### src/rtl/piso_shifter_pkg.sv
// piso_shifter_pkg: shared types and constants for the
// parallel-in serial-out transmit shifter.
package piso_shifter_pkg;

    localparam int DEF_WIDTH = 8;

    typedef enum logic {
        ST_IDLE  = 1'b0,
        ST_SHIFT = 1'b1
    } state_t;

    localparam logic FILL_ARITH = 1'b0;
    localparam logic FILL_LOGIC = 1'b1;

    localparam logic DIR_LSB = 1'b0;
    localparam logic DIR_MSB = 1'b1;

    // Fill bit entering the top of the register on a right shift.
    function automatic logic fill_bit(
        input logic lr,
        input logic top
    );
        return (lr == FILL_LOGIC) ? 1'b0 : top;
    endfunction

endpackage

### src/rtl/piso_bit_cnt.sv
// piso_bit_cnt: frame bit counter with clear, enable
// and a flag marking the final bit position.
module piso_bit_cnt
    import piso_shifter_pkg::*;
#(
    parameter int WIDTH = DEF_WIDTH,
    parameter int CNT_W = $clog2(WIDTH)
) (
    input  logic             clk,
    input  logic             rst_n,
    input  logic             clr,
    input  logic             en,
    output logic [CNT_W-1:0] cnt,
    output logic             last
);

    localparam logic [CNT_W-1:0] CNT_ONE  = CNT_W'(1);
    localparam logic [CNT_W-1:0] CNT_LAST = CNT_W'(WIDTH - 1);

    logic [CNT_W-1:0] cnt_q;

    // Clear wins over enable so a frame end restarts at zero.
    always_ff @(posedge clk or negedge rst_n) begin
        if (!rst_n) begin
            cnt_q <= '0;
        end else if (clr) begin
            cnt_q <= '0;
        end else if (en) begin
            cnt_q <= cnt_q + CNT_ONE;
        end
    end

    assign cnt  = cnt_q;
    assign last = (cnt_q == CNT_LAST);

endmodule

### src/rtl/piso_shifter.sv
// piso_shifter: loads a word via valid/ready and emits it
// one bit per enabled cycle, MSB- or LSB-first.
module piso_shifter
    import piso_shifter_pkg::*;
#(
    parameter int WIDTH = DEF_WIDTH,
    parameter int CNT_W = $clog2(WIDTH)
) (
    input  logic             Clk,
    input  logic             Rst_n,
    input  logic [WIDTH-1:0] Din,
    input  logic             Load_valid,
    output logic             Load_ready,
    input  logic             Msb_first,
    input  logic             L_R,
    input  logic             Shift_en,
    output logic             Dout,
    output logic             Dout_valid,
    output logic             Done,
    output logic             Busy,
    output logic [WIDTH-1:0] Sreg_o
);

    state_t           state_q;
    state_t           state_d;
    logic [WIDTH-1:0] sreg_q;
    logic [WIDTH-1:0] sreg_d;
    logic             dout_q;
    logic             dout_d;
    logic             dv_q;
    logic             dv_d;
    logic             done_q;
    logic             done_d;
    logic             msb_q;
    logic             msb_d;
    logic             lr_q;
    logic             lr_d;
    logic             cnt_clr;
    logic             cnt_en;
    logic             cnt_last;
    logic [CNT_W-1:0] cnt;

    piso_bit_cnt #(
        .WIDTH (WIDTH),
        .CNT_W (CNT_W)
    ) u_cnt (
        .clk   (Clk),
        .rst_n (Rst_n),
        .clr   (cnt_clr),
        .en    (cnt_en),
        .cnt   (cnt),
        .last  (cnt_last)
    );

    // State, shift register, serial output and latched mode bits.
    always_ff @(posedge Clk or negedge Rst_n) begin
        if (!Rst_n) begin
            state_q <= ST_IDLE;
            sreg_q  <= '0;
            dout_q  <= 1'b0;
            dv_q    <= 1'b0;
            done_q  <= 1'b0;
            msb_q   <= 1'b0;
            lr_q    <= 1'b0;
        end else begin
            state_q <= state_d;
            sreg_q  <= sreg_d;
            dout_q  <= dout_d;
            dv_q    <= dv_d;
            done_q  <= done_d;
            msb_q   <= msb_d;
            lr_q    <= lr_d;
        end
    end

    // Next-state: capture on handshake, shift on enable, end after last bit.
    always_comb begin
        state_d = state_q;
        sreg_d  = sreg_q;
        dout_d  = dout_q;
        dv_d    = 1'b0;
        done_d  = 1'b0;
        msb_d   = msb_q;
        lr_d    = lr_q;
        cnt_clr = 1'b0;
        cnt_en  = 1'b0;
        unique case (state_q)
            ST_IDLE: begin
                if (Load_valid) begin
                    sreg_d  = Din;
                    msb_d   = Msb_first;
                    lr_d    = L_R;
                    cnt_clr = 1'b1;
                    state_d = ST_SHIFT;
                end
            end
            ST_SHIFT: begin
                if (Shift_en) begin
                    dv_d   = 1'b1;
                    cnt_en = 1'b1;
                    if (msb_q == DIR_MSB) begin
                        dout_d = sreg_q[WIDTH-1];
                        sreg_d = {sreg_q[WIDTH-2:0], 1'b0};
                    end else begin
                        dout_d = sreg_q[0];
                        sreg_d = {fill_bit(lr_q, sreg_q[WIDTH-1]),
                                  sreg_q[WIDTH-1:1]};
                    end
                    if (cnt_last) begin
                        done_d  = 1'b1;
                        cnt_clr = 1'b1;
                        state_d = ST_IDLE;
                    end
                end
            end
            default: begin
                state_d = ST_IDLE;
            end
        endcase
    end

    assign Load_ready = (state_q == ST_IDLE);
    assign Busy       = (state_q == ST_SHIFT);
    assign Dout       = dout_q;
    assign Dout_valid = dv_q;
    assign Done       = done_q;
    assign Sreg_o     = sreg_q;

endmodule

### config.mk
export PLATFORM = sky130hd
export DESIGN_NAME = piso_shifter
export DESIGN_NICKNAME = d
export VERILOG_FILES = /design/src/rtl/piso_shifter_pkg.sv /design/src/rtl/piso_bit_cnt.sv /design/src/rtl/piso_shifter.sv
export SDC_FILE = /design/constraint.sdc
export NUM_CORES = 1
export LEC_CHECK = 0
export BUFFER_PORTS_ARGS = -buffer_cell sky130_fd_sc_hd__buf_2
export CAP_MARGIN = 25
export CORE_ASPECT_RATIO = 0.8
export CORE_MARGIN = 2
export CORE_UTILIZATION = 54
export DETAILED_ROUTE_END_ITERATION = 8
export GPL_TIMING_DRIVEN = 0
export PLACE_DENSITY = 0.82
export SLEW_MARGIN = 20
export SYNTH_ARGS = -nofsm -noshare
export SYNTH_HDL_FRONTEND = slang
export SYNTH_SLANG_ARGS = --single-unit
### constraint.sdc
create_clock -name Clk -period 2.18 [get_ports Clk]
set_clock_uncertainty 0.05 [all_clocks]
set_input_delay 0.109 -clock Clk [delete_from_list [all_inputs] [get_ports Clk]]
set_output_delay 0.109 -clock Clk [all_outputs]
set_load 0.03 [all_outputs]
* Yosys cells after proc, flatten, opt, wreduce, memory -nomap -nowiden *
Cells that the tools add are included.
Widths: inputs -> output; s select.

storage, ports and cells
  bits in registers = 17
  input port bits = 14
  output and inout port bits = 13
  word-level logic and storage cells = 38

operators by class
  $add $sub $neg = 1
  eq/ne operators = 4
  multiplexer cells = 18
  bitwise gates (word level) = 1
  reduce and logical (&&, ||, !) cells = 5

operators with widths
  operator             count
  $mux 8               3
  $pmux 8 s2           1
  $mux 1               10
  $mux 3               2
  $reduce_and 2->1     3
  $ne 2x2->1 const B   2
  $pmux 1 s2           2
  $add 3x1->3 const B  1
  $eq 3x3->1 const B   1
  $ne 3x1->1 const B   1
  $reduce_and 3->1     1
  $reduce_bool 2->1    1
  $not 1->1            1

* Longest topological paths before layout *
Gate-level depths: netlist of the first run.

  depth in word-level cells = 5
  depth in mapped cells = 5
  gate-level depth less buffers = 5

* By module *
Synthesis of the first run repeated with hierarchy kept, for this count alone.

unflattened totals
  cell total of the unflattened synthesis = 83
  area total of the unflattened synthesis = 878.3 µm²

by module, submodules not included
  module        times used  cells each  area each (µm²)
  piso_shifter  1           72          738.2
  piso_bit_cnt  1           11          140.1

* Least setup slack after synthesis of the first run *
OpenSTA, ideal clock, no wires.

  path kind = register to register
  from = register state_q, in the netlist Busy
  to = register sreg_q[7], in the netlist Sreg_o[7]
  library setup time = 0.125 ns
  arrival time = 1.301 ns
  setup slack = 0.703 ns
  stages on the path, launching flop included = 6
  path buffers = 2
  clock period less this slack = 1.477 ns
  path through = dfrtp_1 buf_12 nor2b_4 buf_6 o21bai_4 mux2_4

on the way
  cells in the longest elaborated chain, start to end = 3
  elaborated cells on any way between the ends = 6
  classes of those cells = eq/ne: 3; mux: 1; bitwise: 1; reduce/logical: 1

ends and longest elaborated chain
  what                               line                source
  start: declaration                 piso_shifter.sv:24  state_t state_q;
  start signal: assignment           piso_shifter.sv:66  state_q <= state_d;
  $not 1->1 (no source line)         --
  $ne 2x2->1 (no source line)        --
  $reduce_and 3->1 (no source line)  --
  end signal: assignment             piso_shifter.sv:67  sreg_q <= sreg_d;
  end: declaration                   piso_shifter.sv:26  logic [WIDTH-1:0] sreg_q;

Parallel ways exist; a longest one is shown, timed or not.
A chain may end at the register's enable or synchronous reset.

* Final worst setup path of the first run *
  from = register state_q, in the netlist Busy
  to = output Load_ready

on the way
  cells in the longest elaborated chain, start to end = 1

ends and longest elaborated chain
  what                        line                source
  $not 1->1 (no source line)  --
  end: declaration            piso_shifter.sv:13  output logic Load_ready,

No other way between the ends.

==> run metrics, run 1 <==
Post-CTS Hold Fix Bufs 3; Net Sw Frac 44.73%; cts repair resizes 0; Clock Latency Late Sink 300 ps; crit start category flip-flop; CTS H-tree depth 1; largest net degree at the start of global routing 18; hold-critical path endpoint Sreg_o[6]; First DRT Iteration DRCs 8; Syn Nets 111; FFs w/ async S/R, synth 100.0%; Finished Cell Area 0.001186 mm²; num rows 13; Combinational Power Share 50.3%; global-route wire length before repair 3.870 mm; Area Growth Syn to Fin 21.54%; static leakage 0.5732 nW; Clock Path Buffers 2; Seq pwr share 38.1%; Post-DP HPWL 1.516 mm; VDD IR-drop max 0.0007723 V; Worst Path Arrival 1480 ps; Die Span X 51.53 µm; clk slew on worst S/H paths 110 ps; cell accounting for the most synthesized area dfrtp_1; critical path's slowest cell dfrtp_1; synthesis-stage register bit count 17; status finished clean; count leader, synth dfrtp_1; post-synth top area share 43.59%; crit-path cells buf_12 > clkbuf_1 > inv_1 > buf_2; CTS root buf clkbuf_4; Core Area 0.001659 mm²; post-synthesis sequential area ratio 43.59%; Clock Sink Count 17; final wirelength 2.229 mm; number of global-route vias before repair 851; layout net count 144; Mapped Area 975.9 µm²; FF+latch area 425.4 µm²; port buffer count 25; Reg-to-Reg Start Busy; HP Start Din[6]; maxcap violations 0; fin crit share 75.37%; via count 850; Worst path max stage delay 410 ps; Slew @ Worst Pin 408.8 ps; die height 42.03 µm; GR Overflow Total 0; Hold Violations, Final 0; R2R setup slack 720 ps; Post-CTS Setup Inserts 0; number of diodes 0; Power Internal 0.8182 mW; slew margin rel. 72.74%; number of flops mapped to enable cells by yosys 0; Initial Util 58.82%; fmax 608.6 MHz; Post-DRT Antenna Nets 0; clock share of power 11.6%; top post-synthesis cells by area dfrtp_1, and2b_2, o21ai_0; total negative slack 0 ps; total track usage 24.28%; type of the worst min-delay path in2reg; FILL cells 142; # setup viols final 0; Post-synth top flop dfrtp_1; WHS Path Cells 3; TritonCTS clock tree yes; footprint of the multi-input gates 473.0 µm²; Initial DRT Pass Iterations 4; Placer Congestion 0.8039; pwr dens 1248 mW/mm²; R2R depth 5; commonest cells in the netlist dfrtp_1, o21ai_0, a21oi_1, nor2b_1, o22ai_1; yosys warns 0; Critical Path Sink Type primary output; initial antenna violation count 0; fin crit period 1643 ps; Yosys cell types 28; CP Class reg2out; WL/cell 14.96 µm; net switching power figure 0.6621 mW; Die Footprint 0.002166 mm²; cell area after placement 0.001129 mm²; syn avg cell area 10.27 µm²; Pins Over Slew Limit 0; RSZ-0062 raised after global routing no; CP required 2020 ps; Worst Path Max Fanout 10; post-synthesis cell count 95; share of cells above drive strength 1 36.22%; Crit Reg-Reg Endpoint u_cnt.cnt[2]; CTS Buf Count 3; IO Pins 27; vias per std cell 5.705; DR DRC count 0
-- worst max-delay path, delay by kind of cell (launching register included) --
family / cells / cell delay (ps)
DFF: 1 / 410
buffers and inverters: 4 / 770
-- routing by layer --
metal / vias up / track usage, % / wire length [µm]
met3: 6 / 6.786 / 150
met4: 0 / 6.316 / 40
met1: 400 / 32.56 / 994
li1: 404 / - / -
met2: 40 / 38.72 / 1044
met5: - / 0 / 0
-- kinds of logic (layout without fill, tap and decap cells) --
family / Yosys count / count (layout) / share of synthesized area, %
adders and majority gates: 2 / 2 / 2.564
muxes: 6 / 6 / 6.923
and+or+nand+nor: 25 / 25 / 16.80
AOI/OAI and AO/OA: 33 / 33 / 22.18
DFF: 17 / 17 / 43.59
buffers and inverters: 12 / 44 / 7.948
-- final cells by class --
| type | count | area share, % |
|---|---|---|
| Buffer | 6 | 4.641 |
| Clock buffer | 3 | 1.899 |
| Timing Repair Buffer | 28 | 13.08 |
| Inverter | 6 | 1.899 |
| Sequential cell | 17 | 35.86 |
| Multi-Input combinational cell | 66 | 39.87 |
| Tap cell | 22 | 2.321 |
| Clock inverter | 1 | 0.4219 |
-- how the worst max path moves through the flow --
stage | to | start
final | Load_ready | Busy
after global routing | Load_ready | Busy
after CTS | Load_ready | Busy
after detailed placement | u_cnt.cnt[2] | Busy
after global placement | u_cnt.cnt[2] | Busy
after floorplan | Sreg_o[7] | Busy
-- per-stage QoR --
step / hold WS, ps / utilization [%] / instances / worst slack [ps] / total power, mW
finish: 53.27 / 71.49 / 149 / 537.0 / 1.480
detailed placement: -0.4356 / 68.02 / 142 / 777.0 / 1.298
global placement: -2.095 / 68.02 / 142 / 786.6 / 1.265
floorplan: -236.6 / - / 95 / 703.4 / 1.097
CTS: 53.54 / 71.49 / 149 / 530.6 / 1.483
global route: 62.17 / 71.49 / 149 / 428.9 / 1.584
-- power groups by stage --
stage / Clock (mW) / Combinational [mW] / Sequential (mW)
after floorplan: 0 / 0.402 / 0.695
after global placement: 0 / 0.706 / 0.559
after detailed placement: 0 / 0.731 / 0.567
after CTS: 0.176 / 0.745 / 0.561
after global routing: 0.189 / 0.807 / 0.588
final: 0.172 / 0.745 / 0.564
-- sequential cells by signal, summed over array words and instances, names as in the netlist --
name        flops
Busy            1
Dout            1
Sreg_o          8
Done            1
Dout_valid      1
lr_q            1
msb_q           1
u_cnt.cnt       3
-- layout by cell type (no fill, tap or decap), types with 3 or more instances in the layout --
cell type,synthesis,routed
a21oi_1,7,7
dlygate4sd3_1,0,3
mux2i_1,3,3
o22ai_1,7,7
and2b_2,6,6
nand2_1,3,3
buf_2,1,26
clkbuf_4,0,3
nor2b_1,7,7
dfrtp_1,17,17
inv_1,5,5
a211oi_1,6,6
nor2_1,3,3
o21ai_0,9,9
Note: power is estimated with default switching activity, not from simulation.
==> run 2, diff against run 1 <==
Settings changed: CORE_UTILIZATION 54 to 50, PLACE_DENSITY 0.82 to 0.77.
Clock period 2.18 ns to 1.57 ns, I/O delays scaled along.
==> run metrics, run 2 (synthesis results as in run 1) <==
CTS root buf clkbuf_4; Clock Path Buffers 2 (unchanged); Clock Latency Late Sink 300 ps (about the same); First DRT Iteration DRCs 9 (+1); static leakage 0.5720 nW (-0.21%); fin crit period 1452 ps; share of cells above drive strength 1 36.51% (+0.29 points); Combinational Power Share 49.9% (-0.4 points); vias per std cell 5.627 (-1.4%); Post-DP HPWL 1.509 mm (-0.45%); total track usage 21.71% (-2.6 points); # setup viols final 0 (unchanged); DR DRC count 0 (unchanged); TritonCTS clock tree yes; Post-Layout Cell Count 150 (+0.67%); Die Span X 53.40 µm (+3.6%); FF+latch area 425.4 µm² (unchanged); Area Growth Syn to Fin 21.41%; total negative slack 0 ps (unchanged); Net Sw Frac 44.69% (about the same); die height 43.52 µm (+3.5%); Worst Path Max Fanout 17 (+7); Post-Place Cells 144 (+1.4%); fin crit share 92.51%; CTS H-tree depth 1 (unchanged); Placer Congestion 0.7576 (-5.8%); CTS Buf Count 3 (unchanged); CP Class reg2reg; Reg-to-Reg Start Busy; Pins Over Slew Limit 0 (unchanged); RSZ-0062 raised after global routing no; Die Footprint 0.002323 mm² (+7.3%); footprint of the multi-input gates 473.0 µm² (unchanged); largest net degree at the start of global routing 18 (unchanged); Post-DRT Antenna Nets 0 (unchanged); global-route wire length before repair 3.594 mm (-7.1%); type of the worst min-delay path in2reg; VDD IR-drop max 0.0009979 V (+29%); final wirelength 2.203 mm (-1.2%); via count 844 (-0.71%); HP Start Din[1]; port buffer count 25 (unchanged); Hold Violations, Final 0 (unchanged); initial antenna violation count 0 (unchanged); commonest non-fill, non-tap cells in the layout buf_2, dfrtp_1, o21ai_0; number of global-route vias before repair 742 (-13%); number of diodes 0 (unchanged); cts repair resizes 0 (unchanged); Initial DRT Pass Iterations 4 (unchanged); WL/cell 14.69 µm (-1.8%); Power Internal 1.134 mW (+39%); commonest non-fill, non-tap cell in the layout buf_2; Core Area 0.001857 mm² (+12%); FILL cells 169 (+19%); net switching power figure 0.9163 mW (+38%); Initial Util 52.56% (-6.3 points); Clock Sink Count 17 (unchanged); clock share of power 11.9% (+0.3 points); status finished clean; num rows 14 (+1); IO Pins 27 (unchanged); Seq pwr share 38.3% (+0.2 points); pwr dens 1730 mW/mm² (+39%); Largest register FFs 8 (unchanged); GR Overflow Total 0 (unchanged); layout net count 143 (-0.69%); fmax 688.5 MHz; maxcap violations 0 (unchanged); Critical Path Sink Type flip-flop; slew margin rel. 73.87% (+1.1 points); clk slew on worst S/H paths 110 ps (about the same); crit start category flip-flop; CP required 1720 ps (-300 ps); Post-CTS Setup Inserts 0 (unchanged); Critical Path Source Busy; Worst Path Arrival 1610 ps (+130 ps); Slew @ Worst Pin 391.9 ps (-16.91 ps); R2R setup slack 120 ps (-600 ps)
-- run 2: final cells by class --
type                            count  share of cell area [%]
Inverter                            6                   1.901
Timing Repair Buffer               28                   13.09
Clock buffer                        3                   1.901
Multi-Input combinational cell     66                   39.92
Clock inverter                      1                  0.4224
Tap cell                           24                   2.534
Sequential cell                    17                   35.90
Buffer                              5                   4.329
-- run 2: power by group through the flow --
| stage | Combinational, mW | Clock [mW] | Sequential, mW |
|---|---|---|---|
| after global routing | 1.11 | 0.276 | 0.815 |
| after detailed placement | 1.01 | 0 | 0.790 |
| after global placement | 0.981 | 0 | 0.775 |
| after CTS | 1.03 | 0.252 | 0.781 |
| final | 1.02 | 0.244 | 0.784 |
| after floorplan | 0.558 | 0 | 0.965 |
-- run 2: worst max-delay path, cell delays in order, from the launching register on --
cell and delay, ps:
dfrtp_1 420, buf_12 160, nand2_2 200, clkinv_1 280, nand3b_1 170, nand2_1 60
-- run 2: routing by layer --
layer  share of wire, %  vias to the layer above  global-route usage, %  routed length (µm)
met3                7.1                        2                  7.241                 156
met4               0.59                        0                  4.615                  13
li1                   -                      403                      -                   -
met1                 46                      411                  32.22                1011
met5                  0                        -                      0                   0
met2                 46                       28                  30.86                1022
-- run 2: worst paths after layout --
kind | endpoint | cells past startpoint
worst min-delay path | Sreg_o[1] | 3
min in group asynchronous | Dout | 2
worst min register to register | Dout | 2
max in group asynchronous | Done | 2
worst max register to register | u_cnt.cnt[2] | 5
worst max-delay path | u_cnt.cnt[2] | 5
-- run 2: what timing repair did --
action,4_1_cts,5_1_grt
endpoints found under the setup margin,1,0
hold buffers,3,0
hold endpoints to repair,19,0
-- run 2: through the flow --
step | hold WS [ps] | utilization (%) | area, µm² | total power, mW | setup slack [ps]
after floorplan | -267.1 | - | 975.9 | 1.523 | 93.44
after global placement | -29.07 | 60.92 | 1131 | 1.756 | 188.0
after detailed placement | -22.62 | 60.92 | 1131 | 1.803 | 167.4
after CTS | 12.82 | 63.81 | 1185 | 2.060 | 127.8
after global routing | 30.70 | 63.81 | 1185 | 2.202 | 39.88
final | 20.33 | 63.81 | 1185 | 2.050 | 117.5
==> run 3, diff against run 2 <==
Settings changed: ABC_AREA set to 0, CORE_UTILIZATION 50 to 49, SYNTH_HIERARCHICAL set to 1.
==> run metrics, run 3 <==
R2R setup slack 110 ps (about the same); Crit Reg-Reg Endpoint u_cnt/cnt[0]; final wirelength 1.882 mm (-15%); largest net degree at the start of global routing 18 (unchanged); number of global-route vias before repair 730 (-1.6%); WL/cell 13.07 µm (-11%); IO Pins 27 (unchanged); total negative slack 0 ps (unchanged); Critical Path Sink Type flip-flop; number of flops mapped to enable cells by yosys 0 (unchanged); hold_ws 58.73 ps (+38.40 ps); DR DRC count 0 (unchanged); Area Growth Syn to Fin 31.20%; Post-Layout Cell Count 144 (-4.0%); R2R depth 5 (unchanged); Clock Latency Late Sink 290 ps (about the same); commonest non-fill, non-tap cells in the layout buf_2, dfrtp_1, nand2_1, dlygate4sd3_1; static leakage 0.5980 nW (+4.5%); top post-synthesis cells by area dfrtp_1, mux2_2, nand2_1; vias per std cell 5.146 (-8.5%); cell family with most CP delay simple AND/OR/NAND/NOR gates; GR Overflow Total 0 (unchanged); Yosys cell types 27 (-3.6%); crit start category flip-flop; Worst Path Max Fanout 3 (-14); cts repair resizes 0 (unchanged); Placer Congestion 0.7324 (-3.3%); CTS Buf Count 3 (unchanged); number of diodes 0 (unchanged); syn avg cell area 10.58 µm² (+3.0%); status finished clean; RSZ-0062 raised after global routing no; TritonCTS clock tree yes; Hold Violations, Final 0 (unchanged); Post-DRT Antenna Nets 0 (unchanged); Syn Nets 99 (-11%); Worst Path Arrival 1640 ps (+30 ps); via count 741 (-12%); maxcap violations 0 (unchanged); Core Area 0.001659 mm² (-11%); fin crit period 1458 ps (+5.341 ps); Largest register FFs 8 (unchanged); synthesis-stage register bit count 17 (unchanged); CTS H-tree depth 1 (unchanged); commonest cells in the netlist dfrtp_1, nand2_1, mux2_2, nand3_1, o21ai_0; global-route wire length before repair 3.436 mm (-4.4%); Clock Path Buffers 2 (unchanged); Reg-to-Reg Start u_cnt/cnt[0]; Post-synth top flop dfrtp_1; HP Start Din[0]; port buffer count 26 (+4.0%); post-synth top area share 48.43% (+4.8 points); Die Span X 51.34 µm (-3.9%); slew margin rel. 73.34% (-0.53 points); Post-Place Cells 131 (-9.0%); Mapped Area 878.3 µm² (-10%); Die Footprint 0.002149 mm² (-7.5%); initial antenna violation count 0 (unchanged); commonest non-fill, non-tap cell in the layout buf_2; post-synthesis cell count 83 (-13%); type of the worst min-delay path in2reg; FF+latch area 425.4 µm² (unchanged); FILL cells 154 (-8.9%); CP Class reg2reg; clk slew on worst S/H paths 100 ps (about the same); die height 41.87 µm (-3.8%); num rows 13 (-1); fin crit share 92.86% (+0.34 points); # setup viols final 0 (unchanged); hold-critical path endpoint Sreg_o[0]; Power, Total 2.017 mW (-1.6%); WHS Path Cells 3 (unchanged); WP buf/inv 0 (-2); fmax 686.0 MHz (-0.37%); First DRT Iteration DRCs 6 (-3); share of cells above drive strength 1 36.07% (-0.44 points); pwr dens 1750 mW/mm² (+1.2%); Worst path max stage delay 400 ps (-20 ps); Initial DRT Pass Iterations 4 (unchanged); CTS root buf clkbuf_4; layout net count 139 (-2.8%); most used cell, CP ha_1; count leader, synth dfrtp_1; Slew @ Worst Pin 398.4 ps (+6.513 ps); FFs w/ async S/R, synth 100.0% (unchanged); CP required 1750 ps (+30 ps); post-synthesis sequential area ratio 48.43% (+4.8 points); Post-DP HPWL 1.274 mm (-16%); yosys warns 6 (+6); Pins Over Slew Limit 0 (unchanged); crit-path cells ha_1 > ha_1 > and3_1 > or2_1 > nor2_1; footprint of the multi-input gates 401.6 µm² (-15%); Clock Sink Count 17 (unchanged); VDD IR-drop max 0.001287 V (+29%); critical path's slowest cell dfrtp_1; cell accounting for the most synthesized area dfrtp_1; total track usage 21.41% (-0.30 points); Initial Util 52.94% (+0.38 points)
-- run 3: cell types whose count changed after synthesis, sizes merged, moves of 3 or more --
cell,before,now
nand2,4,12
and2b,6,0
o22ai,7,0
mux2,3,9
a21oi,7,2
nand3,1,7
inv,5,2
nor2,3,6
a211oi,6,1
nor2b,8,3
-- run 3: kinds of logic after synthesis --
family / after synthesis / synth area share, %
adder cells (fa/ha/maj): 2 / 2.849
buffers and inverters: 6 / 5.841
XOR/XNOR: 1 / 0.9973
flip-flops: 17 / 48.43
AND/OR/NAND/NOR: 34 / 18.52
AO/OA/AOI/OAI: 11 / 7.978
multiplexers: 12 / 15.38
-- run 3: metrics by stage --
step,utilization (%),area (µm²),setup WS (ps)
after floorplan,-,878.3,62.90
after global placement,62.44,1036,157.1
after detailed placement,62.44,1036,134.3
after CTS,69.46,1152,106.8
after global routing,69.46,1152,16.49
final,69.46,1152,112.2
-- run 3: how the worst max path moves through the flow --
| stage | start | end | slack [ps] | cells past startpoint |
|---|---|---|---|---|
| global placement | u_cnt/cnt[0] | u_cnt/cnt[0] | 160 | 5 |
| global route | u_cnt/cnt[0] | u_cnt/cnt[0] | 20 | 5 |
| CTS | u_cnt/cnt[0] | u_cnt/cnt[0] | 110 | 5 |
| finish | u_cnt/cnt[0] | u_cnt/cnt[0] | 110 | 5 |
| floorplan | Busy | Sreg_o[7] | 60 | 5 |
| detailed placement | u_cnt/cnt[0] | u_cnt/cnt[0] | 130 | 5 |
-- run 3: routing by layer --
metal | share of wire (%) | track usage (%) | up-vias
met5 | 0 | 0 | -
met1 | 45 | 28.41 | 356
li1 | - | - | 359
met2 | 49 | 34.55 | 24
met4 | 0.64 | 4.737 | 0
met3 | 5.7 | 6.475 | 2
-- run 3: area by class of cell --
| cell class | count | share of cell area, % |
|---|---|---|
| Sequential cell | 17 | 36.92 |
| Multi-Input combinational cell | 60 | 34.85 |
| Timing Repair Buffer | 35 | 19.11 |
| Buffer | 4 | 3.800 |
| Tap cell | 22 | 2.389 |
| Clock buffer | 4 | 2.280 |
| Inverter | 2 | 0.6515 |
-- run 3: report_power, final --
group	switching, mW	internal, mW
combinational	0.584	0.445
clock	0.135	0.0988
sequential	0.137	0.618
total	0.855	1.16
-- run 3: worst register-to-register path: stages, from the launching register on --
cell and delay [ps]:
dfrtp_1 400, ha_1 210, ha_1 170, and3_1 200, or2_1 250, nor2_1 120
-- run 3: timing repair --
item,4_1_cts,5_1_grt
hold buffers,9,0
setup buffers,0,0
hold endpoints to repair,25,0
